$ cat config.mk
export PLATFORM = sky130hd
export DESIGN_NAME = exc_ctrl
export DESIGN_NICKNAME = d
export VERILOG_FILES = /design/src/rtl/exc_ctrl.sv
export SDC_FILE = /design/constraint.sdc
export NUM_CORES = 1
export LEC_CHECK = 0
export ABC_AREA = 1
export BUFFER_PORTS_ARGS = -buffer_cell sky130_fd_sc_hd__buf_2
export CAP_MARGIN = 25
export CORE_AREA = 2 2 95 97
export DETAILED_ROUTE_END_ITERATION = 10
export DIE_AREA = 0 0 97 99
export GPL_TIMING_DRIVEN = 0
export PLACE_DENSITY = 0.78
export SYNTH_ARGS = -nofsm -noshare
export SYNTH_HDL_FRONTEND = slang
export SYNTH_SLANG_ARGS = --single-unit
$ cat constraint.sdc
create_clock -name clk -period 1.46 [get_ports clk]
set_input_delay 0.073 -clock clk [delete_from_list [all_inputs] [get_ports clk]]
set_output_delay 0.073 -clock clk [all_outputs]
set_load 0.01 [all_outputs]
$ cat src/rtl/exc_ctrl.sv
// ----------------------------------------------------------------------------
// exc_ctrl -- exception / interrupt control stage behind the main decoder.
//
// Takes the decoder status (EStatus, ERet) and produces the registered
// interrupt request (ExtIRQ) that the decoder samples. It also holds the
// exception link (ELR) and syndrome (ESR) registers and selects the next-PC
// source. A RUN / HANDLER / HALT state machine sequences entry, return and
// double-fault halt. The raw interrupt line uses a request/acknowledge
// handshake.
//
// Optional build macro: EXC_COUNT_EN
//   defined   -> 16-bit saturating ExcCount of exceptions taken
//   undefined -> counter not built, ExcCount reads 16'h0000
//
// Ports
//   clk        in   clock, rising edge
//   reset      in   asynchronous, active-low
//   PC_id      in   PC of the instruction in decode
//   EStatus    in   0000 none, 0001 ext IRQ, 0010 invalid opcode, others reserved
//   ERet       in   decoder flags an ERET
//   NotAnInstr in   decoder invalid-opcode flag (EStatus is authoritative)
//   IrqReq     in   raw level interrupt line
//   ExtIRQ     out  registered IRQ request to the decoder
//   IrqAck     out  one-cycle acknowledge to the interrupt source
//   ExcPCSel   out  00 PC+4/branch, 01 EXC_VECTOR, 10 ELR, 11 hold PC
//   ExcVector  out  constant handler entry address
//   ELR        out  saved PC
//   ESR        out  saved syndrome
//   InHandler  out  state is HANDLER
//   Halted     out  state is HALT
//   ExcCount   out  exceptions taken (optional)
// ----------------------------------------------------------------------------
module exc_ctrl #(
    parameter int           N          = 64,
    parameter logic [N-1:0] EXC_VECTOR = 64'h0000_0000_0000_00D8
) (
    input  logic         clk,
    input  logic         reset,
    input  logic [N-1:0] PC_id,
    input  logic [3:0]   EStatus,
    input  logic         ERet,
    input  logic         NotAnInstr,
    input  logic         IrqReq,
    output logic         ExtIRQ,
    output logic         IrqAck,
    output logic [1:0]   ExcPCSel,
    output logic [N-1:0] ExcVector,
    output logic [N-1:0] ELR,
    output logic [3:0]   ESR,
    output logic         InHandler,
    output logic         Halted,
    output logic [15:0]  ExcCount
);

    typedef enum logic [1:0] {
        ST_RUN     = 2'd0,
        ST_HANDLER = 2'd1,
        ST_HALT    = 2'd2
    } state_t;

    state_t      state, state_nx;
    logic [1:0]  pc_sel;
    logic        take;
    logic        dfault;
    logic        irq_q;
    logic        pending;
    logic        irq_rise;
    logic        pending_nx;

    // EStatus already encodes invalid opcodes, so the raw flag carries no
    // extra information here.
    logic unused_not_an_instr;
    assign unused_not_an_instr = NotAnInstr;

    assign ExcVector = EXC_VECTOR;

    // Next-state and PC-source selection. Inside the handler any non-zero
    // status is a double fault and wins over ERet.
    always_comb begin
        state_nx = state;
        pc_sel   = 2'b00;
        take     = 1'b0;
        dfault   = 1'b0;
        case (state)
            ST_RUN: begin
                if (EStatus != 4'd0) begin
                    take     = 1'b1;
                    pc_sel   = 2'b01;
                    state_nx = ST_HANDLER;
                end
            end
            ST_HANDLER: begin
                if (EStatus != 4'd0) begin
                    dfault   = 1'b1;
                    pc_sel   = 2'b11;
                    state_nx = ST_HALT;
                end else if (ERet) begin
                    pc_sel   = 2'b10;
                    state_nx = ST_RUN;
                end
            end
            ST_HALT: begin
                pc_sel = 2'b11;
            end
            default: begin
                state_nx = ST_RUN;
            end
        endcase
    end

    // Combinational outputs read as idle while reset is held, even if the
    // decoder presents a status during reset.
    assign ExcPCSel  = reset ? pc_sel : 2'b00;
    assign InHandler = reset & (state == ST_HANDLER);
    assign Halted    = reset & (state == ST_HALT);

    // A rising edge that coincides with the acknowledge must survive the
    // clear, otherwise a second request would be silently dropped.
    assign irq_rise   = IrqReq & ~irq_q;
    assign pending_nx = irq_rise | (pending & ~IrqAck);

    always_ff @(posedge clk or negedge reset) begin
        if (!reset) begin
            state   <= ST_RUN;
            irq_q   <= 1'b0;
            pending <= 1'b0;
            ExtIRQ  <= 1'b0;
            IrqAck  <= 1'b0;
            ELR     <= '0;
            ESR     <= 4'd0;
        end else begin
            state   <= state_nx;
            irq_q   <= IrqReq;
            pending <= pending_nx;
            // Qualified by the next state so the request drops in the same
            // edge that enters the handler: no nesting.
            ExtIRQ  <= pending & (state_nx == ST_RUN);
            IrqAck  <= take & (EStatus == 4'b0001);
            if (take) begin
                ELR <= PC_id;
            end
            if (take || dfault) begin
                ESR <= EStatus;
            end
        end
    end

`ifdef EXC_COUNT_EN
    function automatic logic [15:0] sat_inc16(input logic [15:0] v);
        return (v == 16'hFFFF) ? v : v + 16'd1;
    endfunction

    logic [15:0] exc_cnt;

    // Only RUN->HANDLER entries count; double faults do not.
    always_ff @(posedge clk or negedge reset) begin
        if (!reset) begin
            exc_cnt <= 16'd0;
        end else if (take) begin
            exc_cnt <= sat_inc16(exc_cnt);
        end
    end

    assign ExcCount = exc_cnt;
`else
    assign ExcCount = 16'h0000;
`endif

endmodule

==> run metrics, run 1 <==
worst vdd ir=between 0.4 and 0.5 mV; RSZ-0062 raised after global routing=yes; largest net degree at the start of global routing=61; Worst Hold Class=in -> reg; clock transition at the registers of the reported paths=0.07 ns; slowest stage delay, CP=0.46 ns; CP arrival=between 1 and 1.5 ns; Async S/R FF share, synth=100%; Synth top area share=51.5%; GR Util All Layers=21.4%; Site Rows=34; Synth Instances=410; Top FF cell, synth=dfrtp_1; final WL=between 10 and 15 mm; Max-Cap Viols=0; area of the multi-input gates=0.00128 mm2; postcts setup bufs=0; final hold violation count=0; clk buf depth=2; largest cells by area after synthesis=dfrtp_1 (51%), buf_4 (17%), nand2_1 (15%); Crit Path Max Fanout=6; Pleak=approximately 3.5 nW; Wirelength per Cell=12.5 um; Hold Path Cell Cnt=3; worst skew pair latency=0.33 ns; ANT cells=0; vias=3,574; core area=0.00855 mm2; Worst-Margin Slew=0.869 ns; fin crit share=between 90% and 100%; Post-synth top cells=nand2_1 (144), buf_4 (81), dfrtp_1 (74); Die Height=99 um; final setup violation count=0; Root Driver=clkbuf_8; Clock Skews=0.00748 ns; Worst setup EP type=output port; antenna violations before repair=0; CTS buffer count=9; flops & latches, synth=between 70 and 80; DRC errors left=0; Port Buffers=145; combinational share of power=around 15%; Flop pwr share=between 50% and 60%; Layout area overhead=56.9%; gpl congestion=roughly 0.8; Sequential cell area=approximately 0.0019 mm2; IO Pins=around 230; Final Max Slew Viols=0; Internal=0.00306 W; DR vias/cell=between 4 and 5; R2R depth=5; ratio of cells with drive above 1 in the final layout=around 38%; syn avg cell area=8.78 um2; # H-tree levels=3; die footprint=0.00960 mm2; most common cell in the netlist=nand2_1; setup TNS=0 ns; drt initial violations=90; Pre-antenna DRT Iters=5; Initial Util=between 40% and 50%; Detail Route Antenna Nets=0; Layout Nets=786; fmax=0.709 GHz; post-synthesis instance area=0.00360 mm2; switching share of power=approximately 24%; Slew headroom=41.8%; Critical-path top delay cell=dfrtp_2; Critical Path RT=~1.4 ns; R2R setup slack=0.11 ns; Sink Count=74; CTS tree=built; Finished Core Util=66.0%; fin crit period=1.41 ns; first-pass GRT wire length=16.7 mm; Die Wd=around 97 um; Seq/Total Area, Yosys=around half; Synth Warn #=0; outcome=finished, final reports clean; FILL cells=664; area leader, netlist=dfrtp_1; number of global-route vias before repair=3,499; crit path cell chain=nor3_2 -> o21ai_0 -> nand2_1 -> buf_2; pwr/cell area=715 mW/mm2; Psw=0.000983 W; GR Overflow Total=0; Crit Path Class=reg -> out; post-detail-place hpwl=6.71 mm; Clock power frac=34.0%; CP Launch Type=flip-flop; count of different cell masters after synthesis=18; Post-synth EDFFs=0
-- cells in the final DEF (no fill, tap or decap), drive strengths merged --
master / synthesis / routed
clkinv: 0 / 3
inv: 8 / 8
dfrtp: 74 / 74
nor3: 1 / 1
dlygate4sd3: 0 / 68
o22ai: 1 / 1
o21ai: 3 / 3
conb: 2 / 80
nand3: 66 / 66
clkbuf: 1 / 14
nor2: 7 / 7
nand2: 146 / 146
buf: 100 / 246
nand4: 1 / 1
-- routing by layer --
layer	GRT usage, %	routed length, um	vias to the layer above	share of wire, %
li1	-	-	1730	-
met1	25.9	4110	1628	40
met2	37.2	5150	193	50
met3	4.89	834	23	8.1
met4	8.56	239	0	2.3
met5	0	0	-	0
-- critical path: cells and delay by family, from the launching register on --
kind            cells  cell delay [ns]
flops               1             0.46
compound gates      1             0.13
buf+inv             1             0.12
simple gates        2             0.30
-- stage by stage --
step	instances	total power [W]	worst slack, ns	instance area (um2)	hold slack, ns
floorplan	488	0.00237	0.354	3890	-0.223
global placement	741	0.00252	-0.701	4750	0.199
detailed placement	742	0.00254	0.149	4780	-0.0392
CTS	826	0.00406	0.000570	5630	0.0130
global route	826	0.00422	-0.0236	5650	0.0286
finish	826	0.00404	0.0501	5650	0.0337
-- logic make-up (layout without fill, tap and decap cells) --
logic type / Yosys count / count (layout) / synth area share (%)
and+or+nand+nor: 221 / 221 / 26.2
buffers and inverters: 109 / 339 / 21.5
DFF: 74 / 74 / 51.5
AOI/OAI and AO/OA: 4 / 4 / 0.591
other: 2 / 80 / 0.209
-- final timing paths --
check,startpoint,endpoint
worst max register to register,state[1],ELR[29]
min in group asynchronous,reset,ELR[11]
max in group asynchronous,reset,state[1]
worst min register to register,IrqAck,pending
worst min-delay path,EStatus[0],IrqAck
worst max-delay path,state[1],ExcPCSel[1]
-- repair_timing --
| action | in CTS | in global routing |
|---|---|---|
| endpoints found under the hold margin | 142 | 0 |
| resized for setup | 2 | 7 |
| setup endpoints to repair | 1 | 3 |
| pin swaps | 1 | 1 |
| hold buffers | 68 | 0 |
-- flip-flops by register name, summed over array words and instances, names as in the netlist --
register  cells
ELR          64
ESR           4
state         2
ExtIRQ        1
IrqAck        1
irq_q         1
pending       1
-- area by class of cell --
| cell class | instances | share of cell area [%] |
|---|---|---|
| Clock inverter | 3 | 0.266 |
| Inverter | 8 | 0.532 |
| Timing Repair Buffer | 214 | 25.4 |
| Buffer | 101 | 13.2 |
| Multi-Input combinational cell | 305 | 22.7 |
| Sequential cell | 74 | 32.8 |
| Tap cell | 108 | 2.39 |
| Clock buffer | 13 | 2.64 |
-- power groups by stage --
stage / registers [W] / clock network [W] / logic (W)
finish: 0.00205 / 0.00137 / 0.000614
global route: 0.00205 / 0.00150 / 0.000665
CTS: 0.00205 / 0.00142 / 0.000588
detailed placement: 0.00209 / 0 / 0.000447
global placement: 0.00209 / 0 / 0.000432
floorplan: 0.00209 / 0 / 0.000279
(Power assumes the default switching activity.)
==> run 2, diff against run 1 <==
- MAX_ROUTING_LAYER: not set -> met4
- RECOVER_POWER: not set -> 25
==> run 2 against run 1 <==
  * Utilization decreased by 0.73 points
  * Critical path depth unchanged
  * Critical path type unchanged
  * Cell area decreased by 1.1%
  * Global-route usage increased by 0.65 points
  * Register-to-register slack about the same
  * Clock power about the same
  * Setup slack improved by 0.0019 ns
  * Clock skew increased by 0.00062 ns
  * Largest power group unchanged
  * Routed wire length increased by 0.38%
  * Worst hold slack got worse by 0.0039 ns
  * Combinational power about the same
  * Flip-flop and latch count unchanged
==> run metrics, run 2 (synthesis gave the netlist of run 1 again) <==
switching share of power=24.4% (+0.039 points); Die Height=99 um (unchanged); Clock Skews=0.00811 ns (+0.000624 ns); die footprint=0.00960 mm2 (unchanged); post-layout instance area=0.00558 mm2 (-1.1%); combinational share of power=15.2% (about the same); R2R depth=5 (unchanged); Worst setup EP type=output port; Worst-Margin Slew=0.879 ns (+0.00973 ns); Hold EP=IrqAck; Layout Nets=786 (unchanged); R2R setup slack=0.12 ns (about the same); Crit Path Class=reg -> out; CTS tree=built; final hold violation count=0 (unchanged); antenna violations before repair=0 (unchanged); fmax=0.710 GHz (+0.13%); ratio of cells with drive above 1 in the final layout=30.8% (-7.0 points); final WL=10.4 mm (+0.38%); gpl congestion=0.812 (+1.4%); Sink Count=74 (unchanged); Post-Layout Cell Count=826 (unchanged); GR Util All Layers=22.1% (+0.65 points); Die Wd=97 um (unchanged); worst vdd ir=0.467 mV (-1.2%); RR Startpoint=state[1]; vias=3,549 (-0.70%); Detail Route Antenna Nets=0 (unchanged); Root Driver=clkbuf_8; Hold Path Cell Cnt=3 (unchanged); max reg flops=64 (unchanged); most frequent cells in the layout=nand2_1 (142), buf_2 (107), buf_4 (82), conb_1 (80), dfrtp_1 (73); GR Overflow Total=0 (unchanged); DRC errors left=0 (unchanged); Final Max Slew Viols=0 (unchanged); Internal=0.00306 W (about the same); core area=0.00855 mm2 (unchanged); Crit Path Max Fanout=6 (unchanged); FILL cells=690 (+3.9%); post-detail-place hpwl=6.71 mm (unchanged); Initial Util=42.1% (unchanged); CP Launch Type=flip-flop; # H-tree levels=3 (unchanged); Slew headroom=41.2% (-0.65 points); gr busiest metal=met2; worst skew pair latency=0.33 ns (about the same); DP Area=0.00478 mm2 (unchanged); clk buf depth=2 (unchanged); final setup violation count=0 (unchanged); Flop pwr share=50.8% (about the same); CP arrival=1.34 ns (about the same); Pleak=3.31 nW (-6.2%); IO Pins=227 (unchanged); WHS=0.0298 ns (-0.00389 ns); drt initial violations=92 (+2.2%); outcome=finished, final reports clean; power after layout=0.00404 W (about the same); CTS buffer count=9 (unchanged); commonest non-fill, non-tap cell in the layout=nand2_1; Pre-antenna DRT Iters=6 (+1); met3 Use GR=4.54% (-0.35 points); met2 Track Usage GR=37.3% (+0.053 points); Max-Cap Viols=0 (unchanged); fin crit period=1.41 ns (-0.00187 ns); hold_sp=EStatus[0]; first-pass GRT wire length=16.7 mm (-0.24%); clock transition at the registers of the reported paths=0.07 ns (about the same); DR vias/cell=4.30 (-0.70%); GR met1 Demand/Resource=26.1% (+0.18 points); Critical Path RT=1.39 ns (about the same); pwr/cell area=724 mW/mm2 (+1.1%); number of global-route vias before repair=3,509 (+0.29%); worst reg2reg endpoint=ELR[29]; dpl cells=742 (unchanged); Port Buffers=145 (unchanged); Layout area overhead=55.1%; Psw=0.000984 W (+0.19%); Reg with most FFs=ELR; largest net degree at the start of global routing=61 (unchanged); fin crit share=96.4% (-0.13 points); Clock power frac=34.0% (about the same); Site Rows=34 (unchanged); Wirelength per Cell=12.6 um (+0.38%); Worst Hold Class=in -> reg; setup TNS=0 ns (unchanged); Regs by FF count=ELR: 64 flops, ESR: 4 flops, state: 2 flops; ANT cells=0 (unchanged)
[run 2: worst max-delay path by stage]
| stage | endpoint | startpoint | slack [ns] | depth (start not counted) |
|---|---|---|---|---|
| detailed placement | ELR[0] | state[1] | 0.15 | 5 |
| global placement | ExcPCSel[1] | reset | -0.70 | 6 |
| finish | ExcPCSel[1] | state[1] | 0.05 | 4 |
| floorplan | ExcPCSel[1] | state[1] | 0.35 | 3 |
| global route | ExcPCSel[1] | state[1] | -0.02 | 4 |
| CTS | ExcPCSel[0] | state[1] | 0.0006 | 4 |
[run 2: metal layers]
| metal | share of wire (%) | up-vias | wire (um) |
|---|---|---|---|
| met5 | 0 | - | 0 |
| met4 | 2.3 | 0 | 240 |
| met3 | 6.9 | 23 | 712 |
| met2 | 50 | 174 | 5150 |
| met1 | 41 | 1624 | 4260 |
| li1 | - | 1728 | - |
[run 2: through the flow]
step / util [%] / setup WS [ns]
2_1_floorplan: - / 0.354
3_3_place_gp: 55.6 / -0.701
3_5_place_dp: 55.9 / 0.149
4_1_cts: 65.8 / 0.000570
5_1_grt: 65.3 / -0.0211
6_report: 65.3 / 0.0519
[run 2: power by group through the flow]
stage | Combinational (W) | Clock [W] | Sequential, W
after floorplan | 0.000279 | 0 | 0.00209
after global placement | 0.000432 | 0 | 0.00209
after detailed placement | 0.000447 | 0 | 0.00209
after CTS | 0.000588 | 0.00142 | 0.00205
after global routing | 0.000664 | 0.00150 | 0.00205
final | 0.000614 | 0.00137 | 0.00205
[run 2: layout make-up]
type / instances / area (um2) / area share [%]
sequential: 74 / 1850 / 33.2
timing repair buffer: 214 / 1370 / 24.6
multi-input combinational: 305 / 1280 / 23.0
buffer: 101 / 744 / 13.3
clock buffer: 13 / 149 / 2.67
tap: 108 / 135 / 2.42
inverter: 8 / 30.0 / 0.538
clock inverter: 3 / 15.0 / 0.269
[run 2: what timing repair did]
action                                  CTS  global route
pin swaps                                 1             1
endpoints found under the hold margin   142             0
gates resized for setup                   2             7
hold buffers                             68             0
endpoints found under the setup margin    1             2
setup buffers                             0             0
gates cloned                              0             0
[run 2: critical path: stages (launching register included)]
cell and delay (ns):
dfrtp_2 0.46, nor3_2 0.23, o21ai_0 0.13, nand2_1 0.07, buf_2 0.12
==> run 3, diff against run 2 <==
- CORE_AREA: 2 2 95 97 -> 2 2 133 70
- DIE_AREA: 0 0 97 99 -> 0 0 135 72
- PLACE_DENSITY: 0.78 -> 0.79
==> run 3 against run 2 <==
  * The run now ends with hold timing left
  * Utilization is 2.2 points higher
  * Sequential power about the same
  * Clock skew up 0.0038 ns
  * Global-route usage increased by 1.3 points
  * Critical path depth unchanged
  * Total power is 16% higher
  * Flip-flop and latch count unchanged
  * Critical path type unchanged
  * Largest cell class unchanged
  * Highest routed layer unchanged
==> run metrics, run 3 (synthesis gave the netlist of run 1 again) <==
failing checks=hold timing; gr busiest metal=met2; crit path cell chain=nor3_1 -> o21ai_0 -> nand2_1 -> buf_2; met2 Track Usage GR=41.6% (+4.3 points); # H-tree levels=3 (unchanged); Die Height=72 um (-27%); ANT cells=0 (unchanged); DR vias/cell=4.43 (+3.1%); CP arrival=1.36 ns (+0.02 ns); crit path launch=state[1]; commonest non-fill, non-tap cell in the layout=buf_2; Initial Util=42.2% (+0.11 points); antenna violations before repair=0 (unchanged); worst vdd ir=0.526 mV (+12%); pwr/cell area=815 mW/mm2 (+13%); core area=0.00853 mm2 (-0.26%); vias=3,699 (+4.2%); drt initial violations=205 (+120%); RR Startpoint=state[1]; gpl congestion=0.901 (+11%); final WL=11.0 mm (+6.5%); largest net degree at the start of global routing=40 (-34%); clk buf depth=2 (unchanged); Critical-path top delay cell=dfrtp_2; Max-Cap Viols=0 (unchanged); CTS buffer count=9 (unchanged); IO Pins=227 (unchanged); Die Wd=135 um (+39%); max reg flops=64 (unchanged); GR Overflow Total=0 (unchanged); first-pass GRT wire length=17.1 mm (+2.5%); power after layout=0.00470 W (+16%); Site Rows=24 (-29%); WHS=-0.0408 ns (-0.0706 ns); Regs by FF count=ELR: 64 flops, ESR: 4 flops, state: 2 flops; Buf+Inv Stages, Crit Path=1 (unchanged); CP Launch Type=flip-flop; Port Buffers=145 (unchanged); CP delay by family, top=flip-flops; outcome=complete, but fails checks; Slew headroom=66.5% (+25 points); die footprint=0.00972 mm2 (+1.2%); met3 Use GR=6.43% (+1.9 points); Worst Hold Class=in -> async; setup TNS=0 ns (unchanged); Worst-Margin Slew=0.503 ns (-0.377 ns); Worst setup EP type=output port; fin crit share=97.9% (+1.4 points); Root Driver=clkbuf_16; final hold violation count=38 (+38); Crit Path Class=reg -> out; most frequent cells in the layout=buf_2 (156), nand2_1 (142), buf_4 (81), conb_1 (80), dfrtp_1 (73); FILL cells=653 (-5.4%); Layout area overhead=60.0%; fin crit period=1.43 ns (+0.0209 ns); Detail Route Antenna Nets=0 (unchanged); GR met1 Demand/Resource=23.9% (-2.2 points); fmax=0.700 GHz (-1.5%); clock transition at the registers of the reported paths=0.06 ns (about the same); worst skew pair latency=0.34 ns (about the same); Reg with most FFs=ELR; Pleak=3.59 nW (+8.2%); GR Util All Layers=23.4% (+1.3 points); Crit Path Max Fanout=6 (unchanged); Clock Skews=0.0119 ns (+0.00376 ns); post-detail-place hpwl=6.77 mm (+0.84%); Pre-antenna DRT Iters=4 (-2); slowest stage delay, CP=0.46 ns (about the same); Sink Count=74 (unchanged); Layout Nets=787 (+0.13%); ratio of cells with drive above 1 in the final layout=37.6% (+6.8 points); Critical Path RT=1.39 ns (about the same); DRC errors left=0 (unchanged); final setup violation count=0 (unchanged); RSZ-0062 raised after global routing=yes; CTS tree=built; Final Max Slew Viols=0 (unchanged); Wirelength per Cell=13.2 um (+5.3%); postcts setup bufs=0 (unchanged); number of global-route vias before repair=3,600 (+2.6%)
-- run 3: path summary, 6_finish.rpt --
path,cells past startpoint,to,slack [ns]
worst max-delay path,4,ExcPCSel[1],0.03
worst min-delay path,4,ELR[37],-0.04
worst max register to register,5,ELR[2],0.10
worst min register to register,1,pending,0.44
max in group asynchronous,6,state[1],0.19
min in group clk,3,ELR[47],0.01
-- run 3: where the power goes --
part,internal [W],switching (W),total (W)
clock network,0.00122,0.000797,0.00202
logic,0.000349,0.000269,0.000618
registers,0.00206,0.00000169,0.00206
total,0.00363,0.00107,0.00470
-- run 3: cell type report --
type,count,area [um2],share of cell area (%)
multi-input combinational,305,1270,22.1
sequential,74,1850,32.2
tap,117,146,2.54
clock inverter,3,15.0,0.261
buffer,101,744,12.9
clock buffer,12,256,4.45
timing repair buffer,215,1440,25.1
inverter,8,30.0,0.522
-- run 3: what timing repair did --
action                                  CTS  global route
endpoints found under the setup margin    1             2
gates cloned                              0             0
hold endpoints to repair                118            39
gates resized for setup                   1             5
hold buffers                             68             1
pin swaps                                 0             1
-- run 3: tightest hold or removal path, delay by kind of cell --
| kind | cells | cell delay, ns |
|---|---|---|
| buffers and inverters | 4 | 0.59 |
-- run 3: through the flow --
stage / cells / setup WS, ns / area (um2) / utilization [%]
4_1_cts: 834 / 0.00653 / 5780 / 67.8
5_1_grt: 835 / -0.0280 / 5760 / 67.5
3_5_place_dp: 751 / -0.0495 / 4790 / 56.1
3_3_place_gp: 750 / -0.741 / 4760 / 55.9
2_1_floorplan: 488 / 0.354 / 3890 / -
6_report: 835 / 0.0310 / 5760 / 67.5
-- run 3: routing by layer --
layer  routed length [um]  vias to the layer above
met3                  731                       52
met5                    0                        -
met1                 3980                     1723
met2                 5830                      191
met4                  510                        0
li1                     -                     1733
